<file path="src/rtl/arm_ctrl_pkg.sv">
// Shared encodings for the LEGv8 multi-cycle sequencer: states, opcode classes,
// opcode match patterns and ALU operation codes.
package arm_ctrl_pkg;

  typedef enum logic [2:0] {
    ST_IDLE   = 3'd0,
    ST_FETCH  = 3'd1,
    ST_DECODE = 3'd2,
    ST_EXEC   = 3'd3,
    ST_MEM    = 3'd4,
    ST_WB     = 3'd5
  } state_t;

  typedef enum logic [2:0] {
    CL_ILLEGAL = 3'd0,
    CL_R       = 3'd1,
    CL_LDUR    = 3'd2,
    CL_STUR    = 3'd3,
    CL_CBZ     = 3'd4,
    CL_B       = 3'd5
  } class_t;

  localparam logic [10:0] OP_ADD  = 11'h458;
  localparam logic [10:0] OP_SUB  = 11'h658;
  localparam logic [10:0] OP_AND  = 11'h450;
  localparam logic [10:0] OP_ORR  = 11'h550;
  localparam logic [10:0] OP_LDUR = 11'h7C2;
  localparam logic [10:0] OP_STUR = 11'h7C0;

  // CBZ keys on opcode[10:3]=0xB4, B on opcode[10:5]=0x05
  localparam logic [10:0] MASK_CBZ  = 11'h7F8;
  localparam logic [10:0] MATCH_CBZ = 11'h5A0;
  localparam logic [10:0] MASK_B    = 11'h7E0;
  localparam logic [10:0] MATCH_B   = 11'h0A0;

  localparam logic [1:0] ALUOP_ADD   = 2'b00;
  localparam logic [1:0] ALUOP_PASSB = 2'b01;
  localparam logic [1:0] ALUOP_FUNCT = 2'b10;

  function automatic logic op_match(input logic [10:0] opc,
                                    input logic [10:0] mask,
                                    input logic [10:0] pattern);
    return ((opc & mask) == pattern);
  endfunction

endpackage

</file>
<file path="src/rtl/arm_opcode_class.sv">
// Combinational opcode[10:0] to instruction-class decoder, shared with ALU control
// so both blocks agree on what each opcode means.
module arm_opcode_class
  import arm_ctrl_pkg::*;
(
  input  logic [10:0] opcode,
  output logic [2:0]  op_class
);

  class_t w_class;

  // Exact-match opcodes first, then the masked branch families
  always_comb begin
    w_class = CL_ILLEGAL;
    if ((opcode == OP_ADD) || (opcode == OP_SUB) ||
        (opcode == OP_AND) || (opcode == OP_ORR)) begin
      w_class = CL_R;
    end else if (opcode == OP_LDUR) begin
      w_class = CL_LDUR;
    end else if (opcode == OP_STUR) begin
      w_class = CL_STUR;
    end else if (op_match(opcode, MASK_CBZ, MATCH_CBZ)) begin
      w_class = CL_CBZ;
    end else if (op_match(opcode, MASK_B, MATCH_B)) begin
      w_class = CL_B;
    end else begin
      w_class = CL_ILLEGAL;
    end
  end

  assign op_class = w_class;

endmodule

</file>
<file path="src/rtl/arm_multicycle_ctrl.sv">
// Multi-cycle LEGv8 control sequencer: steps each instruction through
// fetch/decode/execute/memory/write-back over a unified ready-handshake memory.
module arm_multicycle_ctrl
  import arm_ctrl_pkg::*;
#(
  parameter int CNT_W = 32
) (
  input  logic             clk,
  input  logic             pc_reset_n,
  input  logic [10:0]      opcode,
  input  logic             zero_alu,
  input  logic             mem_ready,
  output logic             pc_write,
  output logic             pc_src,
  output logic             ir_write,
  output logic             iord,
  output logic             mem_read,
  output logic             mem_write,
  output logic             reg_to_loc,
  output logic             alu_src,
  output logic [1:0]       alu_op,
  output logic             mem_to_reg,
  output logic             reg_write,
  output logic             illegal,
  output logic [2:0]       state,
  output logic [CNT_W-1:0] retired
);

  state_t           r_state;
  class_t           r_class;
  logic [CNT_W-1:0] r_retired;
  logic [2:0]       w_class_raw;
  class_t           w_class;
  logic             w_retire;

  arm_opcode_class u_class (
    .opcode   (opcode),
    .op_class (w_class_raw)
  );

  assign w_class = class_t'(w_class_raw);

  // An instruction retires on the last cycle of its sequence
  always_comb begin
    w_retire = 1'b0;
    case (r_state)
      ST_EXEC: w_retire = (r_class == CL_CBZ) || (r_class == CL_B);
      ST_MEM:  w_retire = (r_class == CL_STUR) && mem_ready;
      ST_WB:   w_retire = 1'b1;
      default: w_retire = 1'b0;
    endcase
  end

  // Sequencer state, latched instruction class and retired counter
  always_ff @(posedge clk or negedge pc_reset_n) begin
    if (!pc_reset_n) begin
      r_state   <= ST_IDLE;
      r_class   <= CL_ILLEGAL;
      r_retired <= {CNT_W{1'b0}};
    end else begin
      if (w_retire) begin
        r_retired <= r_retired + CNT_W'(1);
      end
      case (r_state)
        ST_IDLE: r_state <= ST_FETCH;
        ST_FETCH: begin
          if (mem_ready) r_state <= ST_DECODE;
          else           r_state <= ST_FETCH;
        end
        ST_DECODE: begin
          r_class <= w_class;
          if (w_class == CL_ILLEGAL) r_state <= ST_FETCH;
          else                       r_state <= ST_EXEC;
        end
        ST_EXEC: begin
          case (r_class)
            CL_R:            r_state <= ST_WB;
            CL_LDUR, CL_STUR: r_state <= ST_MEM;
            default:         r_state <= ST_FETCH;
          endcase
        end
        ST_MEM: begin
          if (!mem_ready)              r_state <= ST_MEM;
          else if (r_class == CL_STUR) r_state <= ST_FETCH;
          else                         r_state <= ST_WB;
        end
        ST_WB:   r_state <= ST_FETCH;
        default: r_state <= ST_IDLE;
      endcase
    end
  end

  // Datapath strobes; memory requests stay up until the handshake completes
  always_comb begin
    pc_write   = 1'b0;
    pc_src     = 1'b0;
    ir_write   = 1'b0;
    iord       = 1'b0;
    mem_read   = 1'b0;
    mem_write  = 1'b0;
    reg_to_loc = 1'b0;
    alu_src    = 1'b0;
    alu_op     = ALUOP_ADD;
    mem_to_reg = 1'b0;
    reg_write  = 1'b0;
    illegal    = 1'b0;
    case (r_state)
      ST_FETCH: begin
        mem_read = 1'b1;
        if (mem_ready) begin
          ir_write = 1'b1;
          pc_write = 1'b1;
        end else begin
          ir_write = 1'b0;
        end
      end
      ST_DECODE: illegal = (w_class == CL_ILLEGAL);
      ST_EXEC: begin
        case (r_class)
          CL_R: alu_op = ALUOP_FUNCT;
          CL_LDUR, CL_STUR: alu_src = 1'b1;
          CL_CBZ: begin
            reg_to_loc = 1'b1;
            alu_op     = ALUOP_PASSB;
            if (zero_alu) begin
              pc_write = 1'b1;
              pc_src   = 1'b1;
            end else begin
              pc_write = 1'b0;
            end
          end
          CL_B: begin
            pc_write = 1'b1;
            pc_src   = 1'b1;
          end
          default: alu_op = ALUOP_ADD;
        endcase
      end
      ST_MEM: begin
        iord    = 1'b1;
        alu_src = 1'b1;
        if (r_class == CL_STUR) begin
          mem_write  = 1'b1;
          reg_to_loc = 1'b1;
        end else begin
          mem_read = 1'b1;
        end
      end
      ST_WB: begin
        reg_write  = 1'b1;
        mem_to_reg = (r_class == CL_LDUR);
      end
      default: illegal = 1'b0;
    endcase
  end

  assign state   = r_state;
  assign retired = r_retired;

endmodule

</file>
<file path="config.mk">
export PLATFORM = sky130hd
export DESIGN_NAME = arm_multicycle_ctrl
export DESIGN_NICKNAME = d
export VERILOG_FILES = /design/src/rtl/arm_ctrl_pkg.sv /design/src/rtl/arm_opcode_class.sv /design/src/rtl/arm_multicycle_ctrl.sv
export SDC_FILE = /design/constraint.sdc
export NUM_CORES = 1
export LEC_CHECK = 0
export BUFFER_PORTS_ARGS = -buffer_cell sky130_fd_sc_hd__clkbuf_2
export CORE_ASPECT_RATIO = 1.5
export CORE_UTILIZATION = 56
export CTS_BUF_LIST = sky130_fd_sc_hd__clkbuf_8
export DETAILED_ROUTE_END_ITERATION = 16
export PLACE_DENSITY = 0.87
export SLEW_MARGIN = 10
export SYNTH_ARGS = -nofsm -noshare
export SYNTH_HDL_FRONTEND = slang
export SYNTH_SLANG_ARGS = --single-unit
</file>
<file path="constraint.sdc">
create_clock -name clk -period 3.2 [get_ports clk]
set_clock_uncertainty 0.05 [all_clocks]
set_input_delay 0.32 -clock clk [delete_from_list [all_inputs] [get_ports clk]]
set_output_delay 0.32 -clock clk [all_outputs]
set_load 0.01 [all_outputs]
</file>
==> run summary <==
ANT nets after route - 0
worst-skew pair later-pin latency - 290 ps
final period utilization - 71.4%
Post-CTS Setup Bufs - 0
detailed-route wire length - 4.30 mm
fillers - 295
fmax - 438 MHz
Worst Tran Pin Value - 920 ps
Core ar. - 3380 um^2
largest net degree at the start of global routing - 39
VDD IR-drop max - 0.000375 V
post-CTS resize count - 0
Via Count - 1661
Post-synth EDFFs - 0
Power, Total - 1.25 mW
clock sink count - 38
crit start category - flop
GRT Overall Usage - 24.9%
Synth top cells by count - 38 x dfrtp_1, 21 x xnor2_1, 19 x nand2_1
Hold-fix buffers, CTS - 0
root buffer cell - clkbuf_8
Initial Utilization - 58.4%
Hold Violations, Final - 0
post-DP HPWL - 3.19 mm
Clk pin slew, worst setup/hold paths - 70 ps
CTS tree - done
critical path's top delay family - simple AND/OR/NAND/NOR gates
Port Buffers - 62
Finished Layout Cells - 300
Synth top area share - 48.2%
final worst path period need - 2290 ps
Routed WL per cell - 14.3 um
ranking of synthesized cells by area - dfrtp_1 48%, xnor2_1 9.3%, xor2_1 4.4%, nand2_1 3.6%, nand3_1 3.0%
DR vias/cell - 5.54
Final Slew Violations - 0
final setup vio count - 0
DR pass1 iterations - 4
synthesized area - 1970 um^2
I/O pin total - 63
GRT overflow - 0
vias in the first global route - 1563
CP Capture Type - flop
RSZ-0062 raised after global routing - false
Worst EP required - 3360 ps
# rows - 26
DRT iter0 DRCs - 44
Top FF cell, synth - dfrtp_1
worst min-delay path class - primary input to asynchronous set/reset pin
antenna violations before repair - 0
antenna cells - 0
first-pass GRT wire length - 6.96 mm
Post-Place Cells - 293
WS Path Type - flop to flop
Max-Cap Viols - 0
Power Dens Cells - 518 nW/um^2
nets - 274
Syn Inst Count - 192
Max Root-Sink Buffers - 2
Yosys cell types - 44
routability cong. - 0.727
fraction of registers with async set/reset - 100%
Syn. warnings - 0
Arr. time, crit path - 2440 ps
Yosys top cell by area - dfrtp_1
Max-slew headroom - 38.7%
Layout area overhead - 21.7%
CTS H-tree lvls - 2
Inserted Clock Buffers - 5
Avg Cell Area, Syn - 10.3 um^2
delay of the slowest critical-path stage - 550 ps
Yosys reg bits - 38
layout cells sized above 1 - 30.2%
chip height - 74.7 um
Util after Layout - 71.0%
Die X - 50.5 um
Die ar. - 3770 um^2
worst path bufs/invs - 1
crit path max fanout - 8
CP cell instances - nor2b_1 -> nand2b_1 -> inv_1 -> nand4_2 -> a21boi_1 -> and3_1 -> xor2_1
outcome - complete, no violations
register area share after synthesis - 48.2%
syn nets - 208
Setup TNS - 0 ps
cell with the most instances after synthesis - dfrtp_1
Slowest-stage cell, CP - a21boi_1
DR DRC count - 0
Leak - 1.22 nW
==> metal layers <==
layer / vias up / track usage, % / wire [um]
met5: - / 0 / 0
met4: 0 / 8.95 / 70
met3: 9 / 5.86 / 175
met2: 43 / 46.5 / 2380
met1: 802 / 27.3 / 1670
li1: 807 / - / -
==> state kept, by name, summed over array words and instances (netlist names) <==
name,count
retired,32
state,3
r_class,3
==> area by class of cell <==
type | count | area (um^2) | share of cell area (%)
Multi-Input combinational cell | 146 | 991 | 41.2
Sequential cell | 38 | 951 | 39.6
Timing Repair Buffer | 63 | 318 | 13.2
Clock buffer | 5 | 68.8 | 2.86
Tap cell | 42 | 52.6 | 2.19
Inverter | 4 | 15.0 | 0.625
Clock inverter | 2 | 7.51 | 0.312
==> per-stage QoR <==
step | setup WS, ps | cell area [um^2] | hold slack (ps)
4_1_cts | 912 | 2400 | 144
6_report | 915 | 2400 | 109
3_5_place_dp | 947 | 2330 | 430
3_3_place_gp | 1020 | 2330 | 424
5_1_grt | 749 | 2400 | 190
2_1_floorplan | 1140 | 1970 | -25.6
==> where the power goes <==
group	total, mW	leakage, nW	switching (mW)	internal [mW]
Clock	0.296	0.0466	0.153	0.143
Sequential	0.622	0.514	0.0892	0.533
Combinational	0.327	0.657	0.183	0.145
Total	1.25	1.22	0.424	0.821
==> final timing paths <==
| check | endpoint | from | slack [ps] | cells past startpoint |
|---|---|---|---|---|
| worst min register to register | retired[31] | retired[31] | 440 | 1 |
| worst max-delay path | retired[14] | state[2] | 910 | 7 |
| worst min-delay path | retired[4] | pc_reset_n | 110 | 1 |
| worst max register to register | retired[14] | state[2] | 910 | 7 |
| min in group clk | r_class[1] | opcode[0] | 300 | 3 |
| max in group asynchronous | retired[22] | pc_reset_n | 2420 | 1 |
==> cell families after synthesis <==
kind of cell / share of synthesized area (%)
flip-flops: 48.2
buffers and inverters: 1.65
multiplexers: 1.08
adder cells (fa/ha/maj): 0.634
XOR/XNOR: 13.8
AND/OR/NAND/NOR: 26.2
AO/OA/AOI/OAI: 8.56
==> placed cells by master, fill, tap and decap left out, types with 3 or more instances in the layout <==
master	synthesis	layout
clkbuf_2	0	62
dfrtp_1	38	38
xnor2_1	21	21
nand2_1	19	19
nand3_1	12	12
nor2_1	11	11
xor2_1	10	10
nand4_1	8	8
o21ai_0	7	7
inv_1	4	6
a21oi_1	6	6
nor2b_1	5	5
nor3_1	5	5
clkbuf_8	0	5
and3_1	4	4
nand2b_1	3	3
nand4_2	3	3
No activity file was read; power rests on OpenSTA's default activity.
